===== src/rtl/writeback_buffer.sv =====
// Write-side queue in front of the 32x32 register file: accepts results, drains one per cycle
// into the file's write port, and forwards pending values to the two read ports.
module writeback_buffer #(
  parameter int unsigned DEPTH = 4,
  parameter int unsigned AW    = 5,
  parameter int unsigned DW    = 32
) (
  input  logic                       clk,
  input  logic                       reset,
  input  logic                       in_valid,
  output logic                       in_ready,
  input  logic [AW-1:0]              in_addr,
  input  logic [DW-1:0]              in_data,
  input  logic                       drain_en,
  output logic                       RW,
  output logic [AW-1:0]              DA,
  output logic [DW-1:0]              writeData,
  input  logic [AW-1:0]              SA,
  input  logic [AW-1:0]              SB,
  output logic                       fwd_hit1,
  output logic [DW-1:0]              fwd_data1,
  output logic                       fwd_hit2,
  output logic [DW-1:0]              fwd_data2,
  output logic [$clog2(DEPTH):0]     count
);

  localparam int unsigned PW = $clog2(DEPTH);
  localparam int unsigned CW = PW + 1;

  logic [PW-1:0] wr_ptr_q, wr_ptr_d;
  logic [PW-1:0] rd_ptr_q, rd_ptr_d;
  logic [CW-1:0] count_q, count_d;
  logic [AW-1:0] addr_q [DEPTH];
  logic [AW-1:0] addr_d [DEPTH];
  logic [DW-1:0] data_q [DEPTH];
  logic [DW-1:0] data_d [DEPTH];
  logic          push;
  logic [PW-1:0] idx;

  // Handshake, drain port and queue bookkeeping
  always_comb begin
    in_ready  = (count_q != CW'(DEPTH));
    RW        = drain_en && (count_q != '0);
    DA        = '0;
    writeData = '0;
    if (RW) begin
      DA        = addr_q[rd_ptr_q];
      writeData = data_q[rd_ptr_q];
    end
    // x0 writes complete the handshake but are never queued
    push     = in_valid && in_ready && (in_addr != '0);
    wr_ptr_d = wr_ptr_q + PW'(push);
    rd_ptr_d = rd_ptr_q + PW'(RW);
    count_d  = count_q + CW'(push) - CW'(RW);
    addr_d   = addr_q;
    data_d   = data_q;
    if (push) begin
      addr_d[wr_ptr_q] = in_addr;
      data_d[wr_ptr_q] = in_data;
    end
    count = count_q;
  end

  // Forwarding: scan oldest to youngest so the youngest match wins
  always_comb begin
    fwd_hit1  = 1'b0;
    fwd_data1 = '0;
    fwd_hit2  = 1'b0;
    fwd_data2 = '0;
    idx       = rd_ptr_q;
    for (int unsigned k = 0; k < DEPTH; k++) begin
      idx = rd_ptr_q + PW'(k);
      if (CW'(k) < count_q) begin
        if ((SA != '0) && (addr_q[idx] == SA)) begin
          fwd_hit1  = 1'b1;
          fwd_data1 = data_q[idx];
        end
        if ((SB != '0) && (addr_q[idx] == SB)) begin
          fwd_hit2  = 1'b1;
          fwd_data2 = data_q[idx];
        end
      end
    end
  end

  always_ff @(posedge clk or posedge reset) begin
    if (reset) begin
      wr_ptr_q <= '0;
      rd_ptr_q <= '0;
      count_q  <= '0;
    end else begin
      wr_ptr_q <= wr_ptr_d;
      rd_ptr_q <= rd_ptr_d;
      count_q  <= count_d;
    end
  end

  // Storage is not reset; validity comes from count and rd_ptr
  always_ff @(posedge clk) begin
    addr_q <= addr_d;
    data_q <= data_d;
  end

endmodule

===== config.mk =====
export PLATFORM = sky130hd
export DESIGN_NAME = writeback_buffer
export DESIGN_NICKNAME = d
export VERILOG_FILES = /design/src/rtl/writeback_buffer.sv
export SDC_FILE = /design/constraint.sdc
export NUM_CORES = 1
export LEC_CHECK = 0
export CAP_MARGIN = 5
export CORE_UTILIZATION = 60
export CTS_BUF_LIST = sky130_fd_sc_hd__clkbuf_4 sky130_fd_sc_hd__clkbuf_8
export CTS_CLUSTER_DIAMETER = 80
export DETAILED_ROUTE_END_ITERATION = 12
export DONT_BUFFER_PORTS = 1
export GPL_ROUTABILITY_DRIVEN = 1
export PLACE_DENSITY = 0.78
export REMOVE_ABC_BUFFERS = 1
export SETUP_SLACK_MARGIN = 0.5
export SLEW_MARGIN = 20
export SYNTH_ARGS = -nofsm -noshare
export SYNTH_HDL_FRONTEND = slang
export SYNTH_SLANG_ARGS = --single-unit

===== constraint.sdc =====
create_clock -name clk -period 5 [get_ports clk]
set_input_delay 1.25 -clock clk [delete_from_list [all_inputs] [get_ports clk]]
set_output_delay 1.25 -clock clk [all_outputs]
set_load 0.005 [all_outputs]

==> flow_metrics.tcl, run 1 <==
set metrics [dict create \
    run_status "finished clean" \
    floorplan.core_area_um2 18000 \
    detail-route-antenna-nets 0 \
    h-tree-depth 4 \
    totalNegativeSetupSlack_ns 0 \
    clock-root-buffer "clkbuf_8" \
    crit_buf_inv 3 \
    cp-start-kind "register" \
    drt_pre_antenna_iters 6 \
    routed-via-count 9721 \
    timing_max_transition_violations_final 0 \
    power.density_cell_area_nw_per_um2 621 \
    timing.critical_path.cells "buf_6 -> mux4_2 -> buf_4 -> xnor2_1 -> nand4_1 -> nor2_4 -> buf_12 -> nor2_1 -> a211oi_1" \
    holdCritPathClass "input pin to asynchronous set/reset pin" \
    worstReg2RegStart "count[2]" \
    timing.max_cap.violations 0 \
    design.final.nets 1203 \
    port_buffers 0 \
    worst_setup_path_endpoint "fwd_data2[31]" \
    clk_pin_slew_ns 0.10 \
    critPathMaxFanout 37 \
    grt_pass1_wl_mm 48.6 \
    vdd.ir_drop.worst_v 0.000471 \
    setup_violations 0 \
    yosysUniqueCellTypes 54 \
    instances_no_fill 1387 \
    synth-warning-count 0 \
    async_flop_share_pct 4.52 \
    initial_standard_cell_utilization_of_the_core_pct 61.6 \
    num_antenna_cells 0 \
    synth.yosys.seq_area_share_pct 41.6 \
    p_leak_uw 0.00450 \
    synth_edf_count 148 \
    timing.slew.headroom_pct 36.7 \
    timing.hold.ws_ns 0.581 \
    aggregate_routed_wire_length_mm 34.2 \
    worst-r2r-setup-slack_ns 1.59 \
    ff2ff_path_depth 9 \
    largest_delay_contributor_family_on_the_critical_path "simple AND/OR/NAND/NOR gates" \
    worstReg2RegEnd "count[2]" \
    commonest_register_cell_after_synthesis "edfxtp_1" \
    worstSkewPairLatency_ns 0.48 \
    numPlacedInstances 1314 \
    syn-cell-area_um2 11100 \
    timing.critical_path.arrival_ns 3.40 \
    ys_top_cells_by_area "edfxtp_1, mux2i_1, nor2_1, mux4_2, nor3_1" \
    actual_slew_at_the_worst_max_slew_pin_ns 0.950 \
    globalRouteOverflowTotal 0 \
    routed_via_density 7.01 \
    unrepaired_setup_endpoints_after_global_routing "true" \
    layout_min_cycle_time_ns 4.65 \
    ys_seq_elements 155 \
    critPathCaptureType "primary output" \
    top_cell_type_by_total_area_after_synthesis "edfxtp_1" \
    final_min_period_over_clock_period_pct 93.1 \
    drive_above_1_share_pct 24.8 \
    wl_per_cell_um 24.7 \
    first_iter_violations 963 \
    max_buffers_root_to_sink 2 \
    worst-setup-path-type "register to primary output" \
    area_delta_synth_final_pct 16.4 \
    grt_antenna_before_repair 0 \
    cp-startpoint "rd_ptr_q[1]" \
    gpl.final_weighted_congestion 0.877 \
    endpoint_required_time_on_the_critical_path_ns 3.75 \
    synth_top_area_share_pct 40.0 \
    fp.dieH_um 138 \
    crit_cells 9 \
    timing.final.hold_violations 0 \
    first_global_vias 8980 \
    clock_sink_count 155 \
    fp.dieArea_um2 19000 \
    grt_start_max_net_pins 93 \
    n_fill_cell 1233 \
    final_routed_drc_violation_total 0 \
    cts_tree "yes" \
    die_width_um 138 \
    pin_count 159 \
    cp_slowest_stage_delay_ns 0.54 \
    max_freq_mhz 215 \
    timing.clock.skew_ns 0.0148 \
    dpl.hpwl_mm 19.6 \
    grt.total_usage_pct 32.8 \
    crit_slowest_cell "mux4_2" \
    placement_rows 49 \
    synth_area_per_cell_um2 9.57 \
    inserted_clock_buffers 17 \
    netlist_instances 1160 \
]
-- through the flow --
stage / instance area, um2 / util, % / total power [uW] / setup slack [ns]
after detailed placement: 11200 / 62.3 / 6090 / 0.414
after global routing: 12900 / 71.7 / 8430 / 0.252
final: 12900 / 71.7 / 8020 / 0.346
after CTS: 12000 / 66.7 / 7340 / 0.465
after global placement: 11200 / 62.3 / 5990 / 0.581
after floorplan: 10600 / - / 5240 / -4.79
-- power by group --
group          internal (uW)  switching, uW
Combinational           1960           3160
Clock                    464            539
Sequential              1730            165
Total                   4160           3870
-- worst min path at each step --
| stage | depth (start not counted) | startpoint | to | slack (ns) |
|---|---|---|---|---|
| after floorplan | 1 | wr_ptr_q[1] | wr_ptr_q[1] | 0.49 |
| after global placement | 1 | wr_ptr_q[0] | wr_ptr_q[0] | 0.59 |
| after detailed placement | 1 | wr_ptr_q[1] | wr_ptr_q[1] | 0.59 |
| after CTS | 1 | reset | wr_ptr_q[1] | 0.58 |
| after global routing | 1 | reset | count[1] | 0.59 |
| final | 1 | reset | count[1] | 0.58 |
-- placed cells by master, fill, tap and decap left out, types with 4 or more instances in the layout --
master / netlist / routed
inv_6: 0 / 6
mux2i_1: 72 / 72
inv_1: 41 / 40
a31oi_2: 3 / 18
buf_12: 0 / 8
xor2_1: 19 / 19
ha_1: 6 / 6
nand4_1: 5 / 5
xnor2_1: 21 / 19
o221a_1: 25 / 24
a221oi_4: 0 / 11
nor3_4: 0 / 4
dfrtp_1: 7 / 5
buf_6: 6 / 10
buf_8: 0 / 4
a31oi_4: 0 / 5
o21ai_0: 45 / 45
nor3_1: 89 / 69
nor2b_1: 26 / 26
nor2_2: 0 / 6
a21oi_1: 79 / 78
nor3_2: 1 / 17
o221ai_1: 4 / 4
nand3_1: 5 / 5
o211ai_1: 4 / 4
buf_4: 4 / 48
edfxtp_1: 148 / 148
a22o_1: 5 / 5
clkbuf_8: 0 / 17
o31ai_4: 0 / 6
nand2_1: 90 / 89
o31ai_1: 27 / 9
and2_1: 36 / 35
mux4_2: 20 / 20
o31ai_2: 0 / 12
a221oi_2: 18 / 18
nor2_1: 151 / 143
a31oi_1: 28 / 8
mux2_2: 34 / 34
-- worst reg2reg max path: stages, from the launching register on --
cell and delay, ns:
dfrtp_1 0.52, o31ai_4 0.85, buf_4 0.44, inv_1 0.23, ha_1 0.36, inv_1 0.08
ha_1 0.17, inv_1 0.06, fa_1 0.40, xor2_1 0.18
-- per-layer routing --
metal	global-route usage (%)	part of all wire, %	vias to the layer above	routed length [um]
met5	0	0	-	0
met4	14.5	4.6	0	1590
met3	9.91	12	163	4070
met2	53.2	47	667	16200
met1	40.4	36	4631	12300
li1	-	-	4260	-
-- registers in the layout (all words and copies together) (netlist names) --
signal / cells
addr_q: 20
count: 3
data_q: 128
rd_ptr_q: 2
wr_ptr_q: 2
-- what timing repair did --
| action | CTS | global route |
|---|---|---|
| setup buffers | 20 | 16 |
| hold buffers | 0 | 0 |
| gates cloned | 2 | 3 |
| setup endpoints to repair | 64 | 64 |
| pin swaps | 9 | 33 |
| gates resized for setup | 30 | 119 |
-- cell usage after synthesis, types with 27 or more instances --
library cell  instances
o31ai_1              27
nor3_1               89
and2_1               36
nand2_1              90
a21oi_1              79
o21ai_0              45
clkbuf_1             67
buf_2                27
mux2i_1              72
mux2_2               34
a31oi_1              28
nor2_1              151
edfxtp_1            148
inv_1                41
-- area by class of cell --
cell class | instances | area [um2] | area share [%]
well taps | 229 | 287 | 2.22
clock buffers | 17 | 234 | 1.81
repair buffers | 75 | 823 | 6.37
flip-flops and latches | 155 | 4630 | 35.8
clock inverters | 15 | 179 | 1.38
inverters | 41 | 156 | 1.21
multi-input cells | 855 | 6620 | 51.2
-- cells by family (layout without fill, tap and decap cells) --
kind of cell | Yosys count | in the layout | share of synthesized area, %
compound gates | 261 | 261 | 17.0
xor+xnor | 40 | 40 | 3.16
fa+ha+maj | 7 | 7 | 0.857
buf+inv | 151 | 148 | 5.95
flops | 155 | 155 | 41.6
mux | 126 | 126 | 14.0
simple gates | 420 | 421 | 17.4
No activity file was read; power rests on OpenSTA's default activity.
==> run 2: changes to the inputs <==
- ABC_AREA: not set -> 1
- CORE_ASPECT_RATIO: not set -> 0.7
==> flow_metrics.tcl, run 2 <==
set metrics [dict create \
    netlist_instances 1890 \
    drive_above_1_share_pct 5.51 \
    timing.critical_path.arrival_ns 3.13 \
    grt_pass1_wl_mm 56.3 \
    area_delta_synth_final_pct 5.35 \
    die_width_um 172 \
    setup_violations 0 \
    total_power_uw 8500 \
    clock_sink_count 155 \
    grt_start_max_net_pins 130 \
    endpoint_required_time_on_the_critical_path_ns 3.75 \
    worst-setup-path-type "register to primary output" \
    timing.max_cap.violations 0 \
    holdCritPathClass "register to register" \
    drt_pre_antenna_iters 8 \
    synth_top_area_share_pct 36.4 \
    vdd.ir_drop.worst_v 0.000298 \
    yosysUniqueCellTypes 33 \
    worstSkewPairLatency_ns 0.48 \
    run_status "finished clean" \
    fp.dieArea_um2 20900 \
    totalNegativeSetupSlack_ns 0 \
    unrepaired_setup_endpoints_after_global_routing "false" \
    synth.top_cells.by_count "nand2_1, nor2_1, o21ai_0" \
    yosys.area_share.xor_xnor_pct 0.789 \
    post_synth_fa_ha_maj_area_fraction_pct 0.779 \
    floorplan.core_area_um2 19900 \
    synth-simple-area-share_pct 38.5 \
    regArea_um2 4630 \
    async_flop_share_pct 4.52 \
    actual_slew_at_the_worst_max_slew_pin_ns 0.972 \
    multi_input_comb_area_um2 6390 \
    largest_reg_flops 128 \
    cts_hold_buf 0 \
    clock-root-buffer "clkbuf_8" \
    routed-via-count 12300 \
    p_leak_uw 0.00591 \
    globalRouteOverflowTotal 0 \
    top_cell_type_by_total_area_after_synthesis "edfxtp_1" \
    wl_per_cell_um 17.8 \
    placement_rows 43 \
    inserted_clock_buffers 17 \
    cts_tree "yes" \
    timing.clock.skew_ns 0.0202 \
    clk_pin_slew_ns 0.09 \
    yosys.cell_count.top_type "nand2_1" \
    fp.dieH_um 121 \
    first_iter_violations 1694 \
    numPlacedInstances 2066 \
    n_fill_cell 1796 \
    synth_area_per_cell_um2 6.46 \
    aggregate_routed_wire_length_mm 37.3 \
    dpl.hpwl_mm 23.4 \
    grt.total_usage_pct 35.4 \
    detail-route-antenna-nets 0 \
    first_global_vias 10800 \
    initial_standard_cell_utilization_of_the_core_pct 61.5 \
    synth.yosys.seq_area_share_pct 37.8 \
    critPathCaptureType "primary output" \
    max_buffers_root_to_sink 2 \
    timing.final.hold_violations 0 \
    final_routed_drc_violation_total 0 \
    synth_compound_area_share_pct 11.0 \
    synth-warning-count 0 \
    num_antenna_cells 0 \
    final_min_period_over_clock_period_pct 87.5 \
    h-tree-depth 4 \
    ys_top_cells_by_area "edfxtp_1, nand2_1, o21ai_0, nor2_1, inv_1" \
    power.density_cell_area_nw_per_um2 661 \
    instances_no_fill 2102 \
    layout_min_cycle_time_ns 4.38 \
    design.final.nets 1878 \
    cp-start-kind "register" \
    synthMuxAreaShare_pct 0.164 \
    timing.slew.headroom_pct 35.2 \
    commonest_register_cell_after_synthesis "edfxtp_1" \
    layout.cells.most_common "nand2_1" \
    final_cell_mix "nand2_1, nor2_1, o21ai_0" \
    gpl.final_weighted_congestion 0.975 \
    synth_top_family_by_area "simple AND/OR/NAND/NOR gates" \
    synth_edf_count 148 \
    grt_antenna_before_repair 0 \
    routed_via_density 5.84 \
    critPathMaxFanout 31 \
    max_freq_mhz 229 \
    ys_seq_elements 155 \
    pin_count 159 \
    regMostFlops "data_q" \
    port_buffers 0 \
    timing_max_transition_violations_final 0 \
    syn-cell-area_um2 12200 \
]
## run 2: cell count changes in the layout (fill, tap and decap cells not counted), sizes merged, moves of 70 or more
cell | before | now
nor2 | 151 | 267
o21ai | 46 | 261
nand3 | 5 | 120
a21oi | 79 | 5
inv | 50 | 175
nor3 | 90 | 5
mux2i | 72 | 2
nand2 | 90 | 685
## run 2: critical path: stages, from the launching register on
cell,delay [ns]
dfrtp_4,0.62
inv_4,0.23
nand2_2,0.19
nand2_8,0.22
nand2_1,0.12
nand3_1,0.12
nand2_1,0.10
nor2_4,0.15
buf_6,0.35
nand4_1,0.24
nand3_1,0.14
nand2_1,0.06
nand2_1,0.08
## run 2: final timing paths
path                        startpoint           end  slack [ns]  cells past startpoint
max                        rd_ptr_q[1]  fwd_data1[1]        0.62                     12
min                        wr_ptr_q[1]   wr_ptr_q[1]        0.57                      1
max reg2reg                   count[2]      count[2]        1.74                      9
min reg2reg                wr_ptr_q[1]   wr_ptr_q[1]        0.57                      1
max in group asynchronous        reset   rd_ptr_q[1]        4.17                      1
min in group asynchronous        reset      count[1]        0.58                      1
## run 2: cell type report
class | count | share of cell area (%)
clock inverters | 11 | 1.14
multi-input cells | 1434 | 49.7
flip-flops and latches | 155 | 36.0
well taps | 270 | 2.63
inverters | 175 | 5.19
clock buffers | 20 | 1.99
repair buffers | 37 | 3.39
## run 2: cells by family after synthesis
group                    count (synthesis)
flip-flops                             155
XOR/XNOR                                11
AO/OA/AOI/OAI                          267
AND/OR/NAND/NOR                       1146
adder cells (fa/ha/maj)                  7
multiplexers                             2
buffers and inverters                  302
## run 2: layer usage
metal  vias to the layer above  wire (um)  share of wire (%)  global-route usage, %
met5                         -          0                  0                      0
met4                         0        835                2.2                   13.1
met3                        91       5160                 14                   11.3
met2                       769      16000                 43                   53.4
met1                      5465      15300                 41                   47.4
li1                       5941          -                  -                      -
## run 2: metrics by stage
step / setup WS (ns) / hold slack, ns / util [%] / instance area [um2]
after floorplan: -4.30 / 0.485 / - / 11500
after global placement: 0.812 / 0.535 / 61.9 / 12300
after detailed placement: 0.747 / 0.544 / 61.9 / 12300
after CTS: 0.512 / 0.561 / 64.1 / 12700
after global routing: 0.501 / 0.580 / 64.8 / 12900
final: 0.624 / 0.568 / 64.8 / 12900
## run 2: timing repair
item,4_1_cts,5_1_grt
buffers inserted,1,2
gates cloned,0,2
endpoints found under the setup margin,65,65
pin swaps,0,1
endpoints found under the hold margin,0,0
gates resized for setup,7,19
## run 2: power breakdown
part           switching (uW)  internal, uW  leakage [uW]
registers                 171          1720       0.00143
logic                    4140          1460       0.00427
clock network             500           507      0.000203
==> run 3: changes to the inputs <==
- SKIP_CTS_REPAIR_TIMING: not set -> 1
==> flow_metrics.tcl, run 3 (synthesis gave the netlist of run 2 again) <==
set metrics [dict create \
    timing.hold.ws_ns 0.569 \
    routed-via-count 12300 \
    fp.dieArea_um2 20900 \
    placement_rows 43 \
    clock-root-buffer "clkbuf_8" \
    grt_start_max_net_pins 130 \
    path_common_cell "nand2_1" \
    worst-r2r-setup-slack_ns 1.69 \
    die_width_um 172 \
    max_buffers_root_to_sink 2 \
    first_global_vias 10700 \
    pin_count 159 \
    timing_max_transition_violations_final 0 \
    layout.cells.most_common "nand2_1" \
    placedInstanceArea_um2 12300 \
    wl_per_cell_um 17.7 \
    h-tree-depth 4 \
    worst_hold_startpoint "wr_ptr_q[1]" \
    timing.max_cap.violations 0 \
    timing.critical_path.cells "inv_4 -> nand2_2 -> nand2_8 -> nand2_1 -> nand3_1 -> nand2_1 -> nor2_4 -> buf_6 -> nand4_1 -> nand3_1 -> nand2_1 -> nand2_1" \
    worstReg2RegEnd "count[2]" \
    drive_above_1_share_pct 5.51 \
    power.density_cell_area_nw_per_um2 660 \
    critPathCaptureType "primary output" \
    clock_sink_count 155 \
    setup_slack_ns 0.648 \
    fp.dieH_um 121 \
    routed_via_density 5.84 \
    endpoint_required_time_on_the_critical_path_ns 3.75 \
    dpl.hpwl_mm 23.4 \
    final_routed_drc_violation_total 0 \
    grt.total_usage_pct 35.3 \
    regArea_um2 4630 \
    timing.clock.skew_ns 0.0221 \
    timing.critical_path.arrival_ns 3.10 \
    n_fill_cell 1794 \
    largest_delay_contributor_family_on_the_critical_path "simple AND/OR/NAND/NOR gates" \
    worstSkewPairLatency_ns 0.48 \
    vdd.ir_drop.worst_v 0.000298 \
    run_status "finished clean" \
    cts_tree "yes" \
    cp-startpoint "rd_ptr_q[1]" \
    port_buffers 0 \
    multi_input_comb_area_um2 6390 \
    design.final.nets 1878 \
    layout_min_cycle_time_ns 4.35 \
    unrepaired_setup_endpoints_after_global_routing "false" \
    min_delay_path_depth 1 \
    worst-setup-path-type "register to primary output" \
    hold_path_end "wr_ptr_q[1]" \
    critPathMaxFanout 31 \
    final_min_period_over_clock_period_pct 87.0 \
    dp_worst_setup_slack_ns 0.747 \
    ff2ff_path_depth 9 \
    timing.slew.headroom_pct 33.3 \
    cp_slowest_stage_delay_ns 0.62 \
    floorplan.core_area_um2 19900 \
    num_antenna_cells 0 \
    aggregate_routed_wire_length_mm 37.2 \
    grt_antenna_before_repair 0 \
    gpl.final_weighted_congestion 0.975 \
    globalRouteOverflowTotal 0 \
    max_freq_mhz 230 \
    detail-route-antenna-nets 0 \
    worstReg2RegStart "count[2]" \
    timing.final.hold_violations 0 \
    first_iter_violations 1593 \
    crit_buf_inv 2 \
    holdCritPathClass "register to register" \
    p_leak_uw 0.00591 \
    crit_slowest_cell "dfrtp_4" \
    final_cell_mix "nand2_1, nor2_1, o21ai_0" \
    setup_violations 0 \
    actual_slew_at_the_worst_max_slew_pin_ns 1.00 \
    cp-start-kind "register" \
    largest_reg_flops 128 \
    clk_pin_slew_ns 0.09 \
    grt_pass1_wl_mm 56.1 \
    inserted_clock_buffers 17 \
    regMostFlops "data_q" \
    initial_standard_cell_utilization_of_the_core_pct 61.5 \
    area_delta_synth_final_pct 5.38 \
    postLayoutCellArea_um2 12900 \
    drt_pre_antenna_iters 8 \
]
[run 3: cell type report]
type,instances,share of cell area (%)
well taps,270,2.63
multi-input cells,1434,49.7
flip-flops and latches,155,36.0
repair buffers,37,3.41
clock inverters,11,1.14
inverters,175,5.18
clock buffers,20,1.99
[run 3: worst register-to-register path, stage by stage (launching register included)]
cell and delay (ns):
dfrtp_1 0.51, o31ai_4 0.88, buf_4 0.50, inv_1 0.18
ha_1 0.32, inv_1 0.06, ha_1 0.13, inv_1 0.05
fa_1 0.40, xor2_1 0.18
[run 3: how the worst max path moves through the flow]
stage,end,slack (ns),cells past startpoint
final,fwd_data1[1],0.65,12
after global routing,fwd_data2[3],0.50,14
after CTS,fwd_data2[30],0.28,14
after detailed placement,fwd_data1[25],0.75,13
after global placement,fwd_data1[1],0.81,13
after floorplan,fwd_data2[0],-4.30,11
[run 3: metrics by stage]
stage	TNS (ns)	cells	power, uW	utilization (%)
2_1_floorplan	-307.30	1763	5680	-
3_3_place_gp	0	2066	7020	61.9
3_5_place_dp	0	2066	7130	61.9
4_1_cts	0	2097	8130	63.9
5_1_grt	0	2102	9150	64.8
6_report	0	2102	8490	64.8
[run 3: where the power goes]
group,internal (uW),switching (uW)
clock,507,500
combinational,1460,4130
sequential,1720,170
total,3690,4800
[run 3: layer usage]
layer | GRT usage (%) | vias up | wire length, um | part of all wire, %
li1 | - | 5944 | - | -
met1 | 47.4 | 5461 | 15300 | 41
met2 | 52.9 | 779 | 15900 | 43
met3 | 11.1 | 87 | 5160 | 14
met4 | 13.4 | 0 | 783 | 2.1
met5 | 0 | - | 0 | 0
